`src/rtl/elevator_pkg.sv`:
```
// rtl/elevator_pkg.sv - shared elevator timing constants and timer channel state encoding
package elevator_pkg;

  // Default seconds prescale (50 MHz system clock) and seconds count width
  localparam int SEC_DIV = 50_000_000;
  localparam int SEC_W   = 4;

  typedef enum logic {
    TMR_IDLE = 1'b0,
    TMR_RUN  = 1'b1
  } tmr_state_e;

endpackage

```
`src/rtl/timer_channel.sv`:
```
// rtl/timer_channel.sv - one countdown channel (one-shot or auto-reload) driven by the seconds tick
module timer_channel
  import elevator_pkg::*;
#(
  parameter int CNT_W = SEC_W
) (
  input  logic             clk,
  input  logic             reseta,
  input  logic             tick,
  input  logic             start,
  input  logic             stop,
  input  logic             auto_reload,
  input  logic [CNT_W-1:0] load_val,
  output logic [CNT_W-1:0] count,
  output logic             busy,
  output logic             timeout
);

  tmr_state_e       state, state_nxt;
  logic [CNT_W-1:0] count_nxt;
  logic [CNT_W-1:0] reload, reload_nxt;
  logic             mode, mode_nxt;
  logic             timeout_nxt;

  // State, count, latched reload/mode and the registered expiry pulse
  always_ff @(posedge clk or negedge reseta) begin
    if (!reseta) begin
      state   <= TMR_IDLE;
      count   <= '0;
      reload  <= '0;
      mode    <= 1'b0;
      timeout <= 1'b0;
    end else begin
      state   <= state_nxt;
      count   <= count_nxt;
      reload  <= reload_nxt;
      mode    <= mode_nxt;
      timeout <= timeout_nxt;
    end
  end

  // Next-state: stop beats start, start beats the seconds tick
  always_comb begin
    state_nxt   = state;
    count_nxt   = count;
    reload_nxt  = reload;
    mode_nxt    = mode;
    timeout_nxt = 1'b0;
    if (stop) begin
      state_nxt = TMR_IDLE;
      count_nxt = '0;
    end else if (start) begin
      if (load_val != '0) begin
        state_nxt  = TMR_RUN;
        count_nxt  = load_val;
        reload_nxt = load_val;
        mode_nxt   = auto_reload;
      end else begin
        // A zero-length timer expires immediately without arming
        state_nxt   = TMR_IDLE;
        count_nxt   = '0;
        timeout_nxt = 1'b1;
      end
    end else if (tick && state == TMR_RUN) begin
      if (count > CNT_W'(1)) begin
        count_nxt = count - CNT_W'(1);
      end else if (count == CNT_W'(1)) begin
        timeout_nxt = 1'b1;
        if (mode) begin
          count_nxt = reload;
        end else begin
          count_nxt = '0;
          state_nxt = TMR_IDLE;
        end
      end
    end
  end

  assign busy = (state == TMR_RUN);

endmodule

```
`src/rtl/elevator_timer.sv`:
```
// rtl/elevator_timer.sv - seconds prescaler, free-running elapsed counter and NUM_CH countdown channels
module elevator_timer
  import elevator_pkg::*;
#(
  parameter int TICK_DIV = SEC_DIV,
  parameter int CNT_W    = SEC_W,
  parameter int NUM_CH   = 2
) (
  input  logic                    clk,
  input  logic                    reseta,
  input  logic [NUM_CH-1:0]       start,
  input  logic [NUM_CH-1:0]       stop,
  input  logic [NUM_CH-1:0]       auto_reload,
  input  logic [NUM_CH*CNT_W-1:0] load_val,
  output logic                    sec_tick,
  output logic [CNT_W-1:0]        elapsed,
  output logic [NUM_CH*CNT_W-1:0] count,
  output logic [NUM_CH-1:0]       busy,
  output logic [NUM_CH-1:0]       timeout
);

  localparam int PRE_W = $clog2(TICK_DIV);

  logic [PRE_W-1:0] pre;
  logic             pre_wrap;

  assign pre_wrap = (pre == PRE_W'(TICK_DIV - 1));

  // Prescaler; the tick is registered so it lands the cycle after the wrap
  always_ff @(posedge clk or negedge reseta) begin
    if (!reseta) begin
      pre      <= '0;
      sec_tick <= 1'b0;
    end else begin
      pre      <= pre_wrap ? '0 : pre + PRE_W'(1);
      sec_tick <= pre_wrap;
    end
  end

  // Free-running seconds counter, wraps silently
  always_ff @(posedge clk or negedge reseta) begin
    if (!reseta) begin
      elapsed <= '0;
    end else if (sec_tick) begin
      elapsed <= elapsed + CNT_W'(1);
    end
  end

  for (genvar i = 0; i < NUM_CH; i++) begin : g_ch
    timer_channel #(
      .CNT_W(CNT_W)
    ) u_ch (
      .clk        (clk),
      .reseta     (reseta),
      .tick       (sec_tick),
      .start      (start[i]),
      .stop       (stop[i]),
      .auto_reload(auto_reload[i]),
      .load_val   (load_val[i*CNT_W +: CNT_W]),
      .count      (count[i*CNT_W +: CNT_W]),
      .busy       (busy[i]),
      .timeout    (timeout[i])
    );
  end

endmodule

```
`config.mk`:
```
export PLATFORM = sky130hd
export DESIGN_NAME = elevator_timer
export DESIGN_NICKNAME = d
export VERILOG_FILES = /design/src/rtl/elevator_pkg.sv /design/src/rtl/timer_channel.sv /design/src/rtl/elevator_timer.sv
export SDC_FILE = /design/constraint.sdc
export NUM_CORES = 1
export LEC_CHECK = 0
export BUFFER_PORTS_ARGS = -buffer_cell sky130_fd_sc_hd__buf_2
export CAP_MARGIN = 20
export CORE_ASPECT_RATIO = 1.2
export CORE_MARGIN = 2
export CORE_UTILIZATION = 38
export CTS_BUF_LIST = sky130_fd_sc_hd__clkbuf_8
export DETAILED_ROUTE_END_ITERATION = 10
export REMOVE_ABC_BUFFERS = 1
export SYNTH_ARGS = -nofsm -noshare
export SYNTH_HDL_FRONTEND = slang
export SYNTH_HIERARCHICAL = 1
export SYNTH_SLANG_ARGS = --single-unit
export TNS_END_PERCENT = 5
```
`constraint.sdc`:
```
create_clock -name clk -period 2.5 [get_ports clk]
set_clock_uncertainty 0.1 [all_clocks]
set_input_delay 0.25 -clock clk [delete_from_list [all_inputs] [get_ports clk]]
set_output_delay 0.25 -clock clk [all_outputs]
set_load 0.05 [all_outputs]
```
[After elaboration in Yosys (flattened, before gate mapping)]
Cells that the tools add are included.
Storage, ports and cells
  latch bits: 0
  flip-flop bits (word level): 53
  memory bits (writable): 0
  input bits: 16
  output and inout bits: 17
  logic and storage cells: 85
  memories: 0
  bits in read-only memories: 0
Cells by class
  shift-type cells: 0
  bitwise gates (word level): 2
  divide/modulo/power cells: 0
  multipliers: 0
  reduce and logical (&&, ||, !) cells: 16
  $add $sub $neg: 4
  eq/ne operators: 7
  muxes and demuxes: 41
  magnitude comparators: 2
Operator list (count)
  $mux W4: 14
  $add A26 B1 Y26 const B: 1
  $eq A26 B26 Y1 const B: 1
  $mux W1: 26
  $mux W26: 1
  $reduce_bool A4 Y1: 4
  $ne A3 B3 Y1 const B: 4
  $reduce_bool A3 Y1: 4
  $eq A4 B1 Y1 const B: 2
  $gt A4 B1 Y1 const B: 2
  $reduce_and A4 Y1: 2
  $sub A4 B1 Y4 const B: 2
  $reduce_and A3 Y1: 2
  $add A4 B1 Y4 const B: 1
  $reduce_and A2 Y1: 2
  $logic_and A1 B1 Y1: 2
  $not A1 Y1: 2

[Longest topological paths before layout]
Gate-level depths: netlist (run 1).
  depth in word-level cells: 6
  gate-level depth with buffers: 7
  mapped depth without buffers: 6

[Cells and area by module]
The synthesis (run 1) kept the hierarchy.
Modules (own cells, without submodules)
  elevator_timer: area an instance 1537.7 sq um, cells each 152, seq. area each 775.7 sq um, times used 1
  timer_channel: area an instance 663.1 sq um, cells each 71, seq. area each 275.3 sq um, times used 2

[Least setup slack after synthesis (run 1)]
No wires, ideal clock.
  kind: flip-flop to flip-flop
  from: register pre[8]
  to: register pre[25]
  required time: 2323 ps
  clock period less this slack: 1978 ps
  library setup time: 77 ps
  path buffers: 1
  slack: 522 ps
  data arrival time: 1800 ps
  cell stages (with the launch flop): 6
  cell sequence: dfrtp_1 nand4_2 or4_1 buf_2 or4_1 a21oi_1
On the way
  longest elaborated chain between the ends: 2
  elaborated cells between the ends (all ways): 3
  classes of those cells: add/sub (1); eq/ne (1); mux (1)
RTL lines
  start: declaration: RTL line elevator_timer.sv:24  | logic [PRE_W-1:0] pre;
  start signal: assignment: RTL line elevator_timer.sv:35  | pre <= pre_wrap ? '0 : pre + PRE_W'(1);
  $add A26 B1 Y26 / $eq A26 B26 Y1 (equally long branches): RTL line elevator_timer.sv:35, elevator_timer.sv:27
  $mux W26 *: RTL line elevator_timer.sv:35
Every way passes the cells marked *; elsewhere a longest branch is shown, timed or not.
A chain may end at the register's enable or synchronous reset.

[Final worst setup path (run 1)]
Ends and elaborated chain as after synthesis.

==> results.json, run 1 <==
{
  "first_pass_grt_wire_length_um": 10400,
  "synth_top_area_cell": "sky130_fd_sc_hd__dfrtp_1",
  "irDropWorstVdd_uv": 256,
  "post_synth_main_area_contributors": "sky130_fd_sc_hd__dfrtp_1 46%, sky130_fd_sc_hd__nand2_1 4.8%, sky130_fd_sc_hd__nand3_1 3.5%",
  "result_of_the_run": "completed",
  "final_cell_mix": "53 x sky130_fd_sc_hd__dfrtp_1, 37 x sky130_fd_sc_hd__nand2_1, 32 x sky130_fd_sc_hd__buf_2",
  "relative_max_transition_margin_pct": 54.4,
  "io_buffer_count": 32,
  "final-hold-violation-count": 0,
  "route.detailed.wl_per_inst_um": 14.6,
  "cellLeakagePower_nw": 1.48,
  "firstDrtPassIters": 4,
  "core_region_area_sq_mm": 0.00727,
  "synth_enable_flop_cells": 0,
  "final.min_clock_period_ps": 2150,
  "n_fill_cell": 700,
  "totalPowerFinal_w": 0.00179,
  "cts_made_buffers": 5,
  "clk_pin_slew_worst_paths_ps": 90,
  "total_standard_cell_area_after_synthesis_sq_mm": 0.00286,
  "crit_path_start_kind": "flop",
  "routed-via-count": 2268,
  "cts_num_sinks": 53,
  "area_delta_synth_final_pct": 13.1,
  "htreeDepth": 2,
  "gr-total-overflow": 0,
  "report.final.slew_viol_count": 0,
  "fin_crit_sh_pct": 86.2,
  "dieArea_sq_mm": 0.00825,
  "power-per-cell-area_mw_per_mm2": 553,
  "die-height_um": 99.1,
  "final_layout_size_suffix_gt1_share_pct": 17.8,
  "detail-route-antenna-nets": 0,
  "grt_pass1_vias": 2216,
  "drt_drc_violations_left": 0,
  "post_route_setup_tns_ps": 0,
  "start_util_pct": 39.4,
  "tritoncts": "built",
  "synth_cells": 294,
  "die_width_um": 83.3,
  "mostFrequentLayoutCell": "sky130_fd_sc_hd__dfrtp_1",
  "synth_cell_type_count": 46,
  "rsz_0062_raised_after_global_routing": "no",
  "yosysSeqAreaShare_pct": 46.3,
  "track_usage_pct": 15.2,
  "ys_warn_count": 6,
  "placementRows": 34,
  "flip_flop_and_latch_count_after_synthesis": 53,
  "timing_worst_slew_pin_value_ps": 684,
  "hold-worst-slack_ps": 76.9,
  "synth_largest_type_area_fraction_pct": 46.3,
  "dp_hpwl_um": 4340,
  "cp-end-kind": "flop",
  "clockRootBuffer": "sky130_fd_sc_hd__clkbuf_8",
  "max_freq_mhz": 464,
  "critPathKind": "reg -> reg",
  "required_time_reported_for_the_critical_path_endpoint_ps": 2640,
  "antenna_cells": 0,
  "crit_arrival_ps": 2290,
  "routed_wl_um": 6060,
  "top_flip_flop_cell_by_instance_count_after_synthesis": "sky130_fd_sc_hd__dfrtp_1",
  "grt_antenna_before_repair": 0,
  "finalSetupViolCount": 0,
  "gp_congestion": 0.790,
  "clock_latency_ps": 310,
  "worstPathMaxFanout": 9,
  "cap_violations": 0,
  "min_path_type": "in -> reg",
  "route.detailed.vias_per_inst": 5.47,
  "detail_route.iter0.violations": 109,
  "io_pins": 33,
  "cts_max_path_buffers": 2,
  "syn_area_per_cell_sq_um": 9.74,
  "ys_async_sr_fraction_pct": 100,
  "nNetsFinal": 347,
  "grt_start_max_net_pins": 54
}
==> registers in the layout, summed over array words and instances (netlist names) <==
| register | cells |
|---|---|
| elapsed | 4 |
| sec_tick | 1 |
| g_ch.u_ch/timeout | 2 |
| g_ch.u_ch/count | 8 |
| g_ch.u_ch/reload | 8 |
| pre | 26 |
| g_ch.u_ch/mode | 2 |
| g_ch.u_ch/busy | 2 |
==> metrics by stage <==
step	util, %	area, sq um	worst slack [ps]	instances
2_1_floorplan	-	2810	526	282
3_3_place_gp	42.6	3100	411	406
3_5_place_dp	42.6	3100	392	406
4_1_cts	44.5	3240	360	415
5_1_grt	44.5	3240	253	415
6_report	44.5	3240	346	415
==> cell families after synthesis <==
kind of cell	after synthesis	share of synthesized area [%]
and+or+nand+nor	131	25.5
AOI/OAI and AO/OA	58	14.7
buffers and inverters	24	3.49
adders and majority gates	7	3.06
muxes	3	1.44
DFF	53	46.3
xor gates and xnor gates	18	5.50
==> final cells by class <==
type                       count  area, sq um  share of cell area (%)
tap                           90          113                    3.47
clock inverter                 3         65.1                    2.01
sequential                    53         1330                    40.9
timing repair buffer          35          185                    5.71
multi-input combinational    217         1440                    44.4
inverter                      12         45.0                    1.39
clock buffer                   5         68.8                    2.12
==> cell usage after synthesis (3+ instances only) <==
library cell and count:
sky130_fd_sc_hd__nand4b_1 5, sky130_fd_sc_hd__inv_1 12, sky130_fd_sc_hd__nor2_1 21, sky130_fd_sc_hd__o2111ai_1 4
sky130_fd_sc_hd__a21boi_1 4, sky130_fd_sc_hd__dfrtp_1 53, sky130_fd_sc_hd__o21ai_0 4, sky130_fd_sc_hd__a21oi_1 15
sky130_fd_sc_hd__xnor2_1 8, sky130_fd_sc_hd__a22o_1 4, sky130_fd_sc_hd__xor2_1 10, sky130_fd_sc_hd__ha_1 7
sky130_fd_sc_hd__buf_2 6, sky130_fd_sc_hd__o211ai_1 4, sky130_fd_sc_hd__nand2_1 37, sky130_fd_sc_hd__a31oi_1 6
sky130_fd_sc_hd__nand3_1 20, sky130_fd_sc_hd__o31ai_1 7, sky130_fd_sc_hd__nor4_1 3, sky130_fd_sc_hd__and3_1 3
sky130_fd_sc_hd__nor3_1 7, sky130_fd_sc_hd__clkbuf_1 4, sky130_fd_sc_hd__or4_1 10, sky130_fd_sc_hd__nand4_1 6
==> power by group <==
part           internal (W)  switching (W)
Clock              0.000398       0.000282
Combinational     0.0000685       0.000124
Sequential         0.000888      0.0000327
==> routing by layer <==
| metal | vias up | wire (um) | GRT usage [%] |
|---|---|---|---|
| met2 | 33 | 2980 | 27.2 |
| li1 | 1139 | - | - |
| met4 | 0 | 61 | 4.29 |
| met1 | 1091 | 2840 | 18.8 |
| met3 | 5 | 181 | 2.82 |
| met5 | - | 0 | 0 |
==> repair_timing <==
| action | in CTS | in global routing |
|---|---|---|
| setup buffers | 0 | 0 |
| endpoints found under the hold margin | 41 | 0 |
| endpoints found under the setup margin | 0 | 0 |
| gates resized for setup | 0 | 0 |
| hold buffers | 1 | 0 |
==> final timing paths <==
kind	slack, ps	startpoint	cells past startpoint	to
max reg2reg	350	pre[8]$_DFF_PN0_	4	pre[25]$_DFF_PN0_
min reg2reg	380	g_ch[1].u_ch/reload[0]$_DFFE_PN0P_	2	g_ch[1].u_ch/reload[0]$_DFFE_PN0P_
max	350	pre[8]$_DFF_PN0_	4	pre[25]$_DFF_PN0_
min in group asynchronous	500	reseta	3	g_ch[1].u_ch/reload[2]$_DFFE_PN0P_
min	80	auto_reload[1]	2	g_ch[1].u_ch/mode$_DFFE_PN0P_
max in group asynchronous	1350	reseta	3	pre[12]$_DFF_PN0_
==> worst max-delay path: stages (launching register included) <==
cell and delay [ps]:
sky130_fd_sc_hd__dfrtp_1 460, sky130_fd_sc_hd__nand4_2 160, sky130_fd_sc_hd__or4_1 700, sky130_fd_sc_hd__or4_1 520
sky130_fd_sc_hd__a21oi_1 150
(Power assumes the default switching activity.)
==> inputs of run 2 (changes only) <==
- CORE_MARGIN: 2 -> 5
==> results.json, run 2 (same netlist as run 1, synthesis figures left out) <==
{
  "result_of_the_run": "completed",
  "worstPathMaxFanout": 9,
  "power-per-cell-area_mw_per_mm2": 532,
  "finalSetupViolCount": 0,
  "globalRouteMet1Util_pct": 18.3,
  "first_pass_grt_wire_length_um": 10300,
  "clk_pin_slew_worst_paths_ps": 100,
  "detail-route-antenna-nets": 0,
  "cts.repair.resized": 0,
  "routed-via-count": 2302,
  "grt_start_max_net_pins": 36,
  "detail_route.iter0.violations": 83,
  "route.detailed.vias_per_inst": 5.52,
  "power.switching_fraction_pct": 25.6,
  "min_path_type": "in -> reg",
  "rsz_0062_raised_after_global_routing": "no",
  "clock_latency_ps": 300,
  "route.detailed.wl_per_inst_um": 14.6,
  "final-hold-violation-count": 0,
  "grt_antenna_before_repair": 0,
  "required_time_reported_for_the_critical_path_endpoint_ps": 2630,
  "die_width_um": 89.3,
  "critPathMaxStageDelay_ps": 710,
  "core_region_area_sq_mm": 0.00732,
  "cts_max_path_buffers": 2,
  "crit_path_start_kind": "flop",
  "area_delta_synth_final_pct": 13.2,
  "antenna_cells": 0,
  "cts_made_buffers": 5,
  "timing_worst_slew_pin_value_ps": 779,
  "final_cell_mix": "53 x sky130_fd_sc_hd__dfrtp_1, 37 x sky130_fd_sc_hd__nand2_1, 32 x sky130_fd_sc_hd__buf_2",
  "cp-end-kind": "flop",
  "mostFrequentLayoutCell": "sky130_fd_sc_hd__dfrtp_1",
  "firstDrtPassIters": 4,
  "htreeDepth": 2,
  "tritoncts": "built",
  "report.final.slew_viol_count": 0,
  "largest_reg_flops": 26,
  "max_flop_register": "pre",
  "dieArea_sq_mm": 0.00938,
  "post-place-cells": 408,
  "critPathKind": "reg -> reg",
  "fin_crit_sh_pct": 87.5,
  "timing.critical_path.cells": "nand4_2 > or4_1 > or4_1 > a21oi_1",
  "busiest_layer": "met2",
  "clockRootBuffer": "sky130_fd_sc_hd__clkbuf_8",
  "power.switching_w": 0.000441,
  "critPathSlowestCell": "sky130_fd_sc_hd__or4_1",
  "io_buffer_count": 32,
  "drt_drc_violations_left": 0,
  "cellLeakagePower_nw": 1.48,
  "n_fill_cell": 703,
  "critPathTopFamily": "simple AND/OR/NAND/NOR gates",
  "die-height_um": 105,
  "groute.layer.met3.usage_pct": 2.60,
  "crit_arrival_ps": 2320,
  "routed_wl_um": 6090,
  "comb_power_share_pct": 11.3,
  "intPower_w": 0.00128,
  "final_layout_size_suffix_gt1_share_pct": 18.3,
  "track_usage_pct": 13.4,
  "placementRows": 34,
  "dp_hpwl_um": 4440,
  "gr-total-overflow": 0,
  "relative_max_transition_margin_pct": 48.0,
  "nNetsFinal": 349,
  "cap_violations": 0,
  "clock_power_share_pct": 35.4,
  "irDropWorstVdd_uv": 264,
  "top_regs": "pre (26), g_ch.u_ch/count (8), g_ch.u_ch/reload (8)",
  "start_util_pct": 39.1,
  "critPathBufInv": 0,
  "global_route.usage.met2_pct": 21.4,
  "gp_congestion": 0.813,
  "grt_pass1_vias": 2144,
  "layout.cells.non_filler": 417,
  "final.min_clock_period_ps": 2190,
  "post_route_setup_tns_ps": 0,
  "seq_power_share_pct": 53.4,
  "max_freq_mhz": 457,
  "cp_common_cell": "sky130_fd_sc_hd__or4_1",
  "io_pins": 33,
  "cts_num_sinks": 53
}
-- run 2: cell count changes in the layout (fill, tap and decap cells not counted), sizes merged --
cell and delta:
clkinvlp +1, clkbuf +1, buf +2, clkinv -1, bufinv -1
-- run 2: path summary, 6_finish.rpt --
check | startpoint | end | slack [ps] | cells after the start
max | pre[8]$_DFF_PN0_ | pre[25]$_DFF_PN0_ | 310 | 4
min in group asynchronous | reseta | pre[21]$_DFF_PN0_ | 450 | 2
min reg2reg | elapsed[3]$_DFFE_PN0P_ | elapsed[3]$_DFFE_PN0P_ | 370 | 1
min | auto_reload[0] | g_ch[0].u_ch/mode$_DFFE_PN0P_ | 80 | 2
max reg2reg | pre[8]$_DFF_PN0_ | pre[25]$_DFF_PN0_ | 310 | 4
max in group asynchronous | reseta | g_ch[0].u_ch/reload[2]$_DFFE_PN0P_ | 1140 | 3
-- run 2: final cells by class --
class	instances	area (sq um)	share of cell area [%]
clock buffers	6	82.6	2.55
clock inverters	2	37.5	1.16
inverters	12	45.0	1.39
multi-input cells	217	1440	44.3
flip-flops and latches	53	1330	40.9
well taps	90	113	3.47
repair buffers	37	200	6.18
-- run 2: power groups by stage --
stage	combinational, W	clock [W]	sequential, W
2_1_floorplan	0.0000919	0	0.000962
3_3_place_gp	0.000194	0	0.000937
3_5_place_dp	0.000195	0	0.000937
4_1_cts	0.000197	0.000629	0.000920
5_1_grt	0.000215	0.000662	0.000925
6_report	0.000194	0.000610	0.000920
-- run 2: through the flow --
step / cell area [sq um] / worst slack [ps] / power [W] / utilization (%) / hold WS [ps]
floorplan: 2810 / 526 / 0.00105 / - / -146
global placement: 3110 / 419 / 0.00113 / 42.5 / 288
detailed placement: 3110 / 356 / 0.00113 / 42.5 / 289
CTS: 3240 / 332 / 0.00175 / 44.3 / 72.4
global route: 3240 / 251 / 0.00180 / 44.3 / 66.9
finish: 3240 / 314 / 0.00172 / 44.3 / 77.7
-- run 2: repair_timing --
item | in CTS | in global routing
endpoints found under the hold margin | 33 | 0
hold buffers | 1 | 0
setup buffers | 0 | 0
-- run 2: routing by layer --
metal / share of wire, % / vias up / wire, um
li1: - / 1136 / -
met5: 0 / - / 0
met3: 3.2 / 5 / 194
met1: 47 / 1128 / 2860
met4: 1.1 / 0 / 68
met2: 49 / 33 / 2970
==> inputs of run 3 (changes only) <==
- clock period: 2.5 -> 1.8 ns (I/O delays scaled with it)
==> results.json, run 3 (same netlist as run 1, synthesis figures left out) <==
{
  "seq_power_share_pct": 56.7,
  "area_delta_synth_final_pct": 21.7,
  "top_regs": "pre (26), g_ch.u_ch/count (8), g_ch.u_ch/reload (8)",
  "power.switching_fraction_pct": 28.1,
  "route.detailed.vias_per_inst": 5.41,
  "fin_ws_ps": -66.1,
  "clockRootBuffer": "sky130_fd_sc_hd__clkbuf_8",
  "clock_power_share_pct": 30.6,
  "postLayoutCellArea_sq_mm": 0.00348,
  "final.min_clock_period_ps": 1870,
  "nNetsFinal": 378,
  "grt_pass1_vias": 2418,
  "placementRows": 34,
  "tritoncts": "built",
  "result_of_the_run": "finished, violations left",
  "start_util_pct": 39.1,
  "cts_num_sinks": 53,
  "grt_start_max_net_pins": 54,
  "report.final.slew_viol_count": 0,
  "firstDrtPassIters": 4,
  "finalSetupViolCount": 18,
  "critPathKind": "reg -> reg",
  "cellLeakagePower_nw": 1.62,
  "fin_crit_sh_pct": 104,
  "detail_route.iter0.violations": 70,
  "post_route_setup_tns_ps": -836,
  "grt_antenna_before_repair": 0,
  "required_time_reported_for_the_critical_path_endpoint_ps": 1940,
  "gr-total-overflow": 0,
  "timing_worst_slew_pin_value_ps": 356,
  "io_pins": 33,
  "worstPathMaxFanout": 8,
  "comb_power_share_pct": 12.7,
  "cts_made_buffers": 5,
  "critPathMaxStageDelay_ps": 610,
  "largest_reg_flops": 26,
  "fin_util_pct": 47.6,
  "crit_arrival_ps": 2010,
  "routed_wl_um": 6430,
  "placed_area_sq_mm": 0.00331,
  "cap_violations": 0,
  "max_flop_register": "pre",
  "crit_path_start_kind": "flop",
  "htreeDepth": 2,
  "track_usage_pct": 14.2,
  "route.detailed.wl_per_inst_um": 14.4,
  "dp_hpwl_um": 4750,
  "rsz_0062_raised_after_global_routing": "yes",
  "die-height_um": 105,
  "min_path_type": "in -> reg",
  "final_layout_size_suffix_gt1_share_pct": 27.0,
  "gp_congestion": 0.824,
  "cts_max_path_buffers": 2,
  "antenna_cells": 0,
  "failed_checks": "setup timing",
  "clk_pin_slew_worst_paths_ps": 100,
  "final_cell_mix": "52 x sky130_fd_sc_hd__dfrtp_1, 37 x sky130_fd_sc_hd__nand2_1, 32 x sky130_fd_sc_hd__buf_2",
  "detail-route-antenna-nets": 0,
  "clock_latency_ps": 310,
  "relative_max_transition_margin_pct": 76.1,
  "irDropWorstVdd_uv": 365,
  "timing.critical_path.cells": "nand4_1 > or4_4 > or4_1 > a21oi_1",
  "dieArea_sq_mm": 0.00938,
  "die_width_um": 89.3,
  "drt_drc_violations_left": 0,
  "power-per-cell-area_mw_per_mm2": 646,
  "hold-worst-slack_ps": 8.94,
  "routed-via-count": 2412,
  "core_region_area_sq_mm": 0.00732,
  "intPower_w": 0.00162,
  "critPathSlowestCell": "sky130_fd_sc_hd__or4_4",
  "mostFrequentLayoutCell": "sky130_fd_sc_hd__dfrtp_1",
  "io_buffer_count": 32,
  "max_freq_mhz": 536,
  "cp-end-kind": "flop",
  "power.switching_w": 0.000633,
  "final-hold-violation-count": 0,
  "first_pass_grt_wire_length_um": 10800
}
-- run 3: cell types whose count changed in the layout (fill, tap and decap cells not counted), moves of 2 or more --
cell / change
sky130_fd_sc_hd__a21oi_1: -2
sky130_fd_sc_hd__a21oi_2: +2
sky130_fd_sc_hd__buf_4: +25
sky130_fd_sc_hd__dlygate4sd3_1: +2
sky130_fd_sc_hd__or4_1: -2
sky130_fd_sc_hd__or4_4: +2
-- run 3: critical path, delay by kind of cell (launching register included) --
family | cells | cell delay [ps]
simple gates | 3 | 1160
compound gates | 1 | 150
flops | 1 | 380
-- run 3: worst paths after layout --
kind                                         from                                 to  slack (ps)  depth (start not counted)
max                             pre[15]$_DFF_PN0_                  pre[19]$_DFF_PN0_         -70                          4
min                                   load_val[1]  g_ch[0].u_ch/count[1]$_DFFE_PN0P_           9                          3
max reg2reg                     pre[15]$_DFF_PN0_                  pre[19]$_DFF_PN0_         -70                          4
min reg2reg                elapsed[3]$_DFFE_PN0P_             elapsed[3]$_DFFE_PN0P_         370                          1
max in group asynchronous                  reseta  g_ch[1].u_ch/count[0]$_DFFE_PN0P_        1070                          3
min in group asynchronous                  reseta                  pre[25]$_DFF_PN0_         290                          3
-- run 3: timing repair --
action,CTS,global route
hold buffers,3,0
hold endpoints to repair,55,0
gates resized for setup,3,7
endpoints found under the setup margin,18,23
setup buffers,1,1
pin swaps,7,4
-- run 3: per-layer routing --
layer | track usage [%] | up-vias | wire length [um]
met2 | 24.0 | 37 | 3280
li1 | - | 1194 | -
met3 | 2.05 | 8 | 238
met1 | 18.0 | 1173 | 2820
met4 | 5.00 | 0 | 84
met5 | 0 | - | 0
-- run 3: through the flow --
stage / cells / worst slack (ps) / total power (W)
after global routing: 446 / -164 / 0.00235
after CTS: 445 / -128 / 0.00228
after detailed placement: 433 / -215 / 0.00158
after floorplan: 282 / -174 / 0.00146
final: 446 / -66.1 / 0.00225
after global placement: 433 / -164 / 0.00158
-- run 3: final cells by class --
cell class                      instances  area [sq um]
Fill cell                             713          3830
Multi-Input combinational cell        217          1470
Sequential cell                        53          1330
Timing Repair Buffer                   66           439
Tap cell                               90           113
Clock buffer                            5          68.8
Inverter                               12          45.0
Clock inverter                          3          21.3
-- run 3: power groups by stage --
stage / Clock, W / Sequential [W] / Combinational [W]
floorplan: 0 / 0.00134 / 0.000128
global placement: 0 / 0.00130 / 0.000277
detailed placement: 0 / 0.00130 / 0.000280
CTS: 0.000722 / 0.00128 / 0.000286
global route: 0.000755 / 0.00128 / 0.000314
finish: 0.000689 / 0.00128 / 0.000285
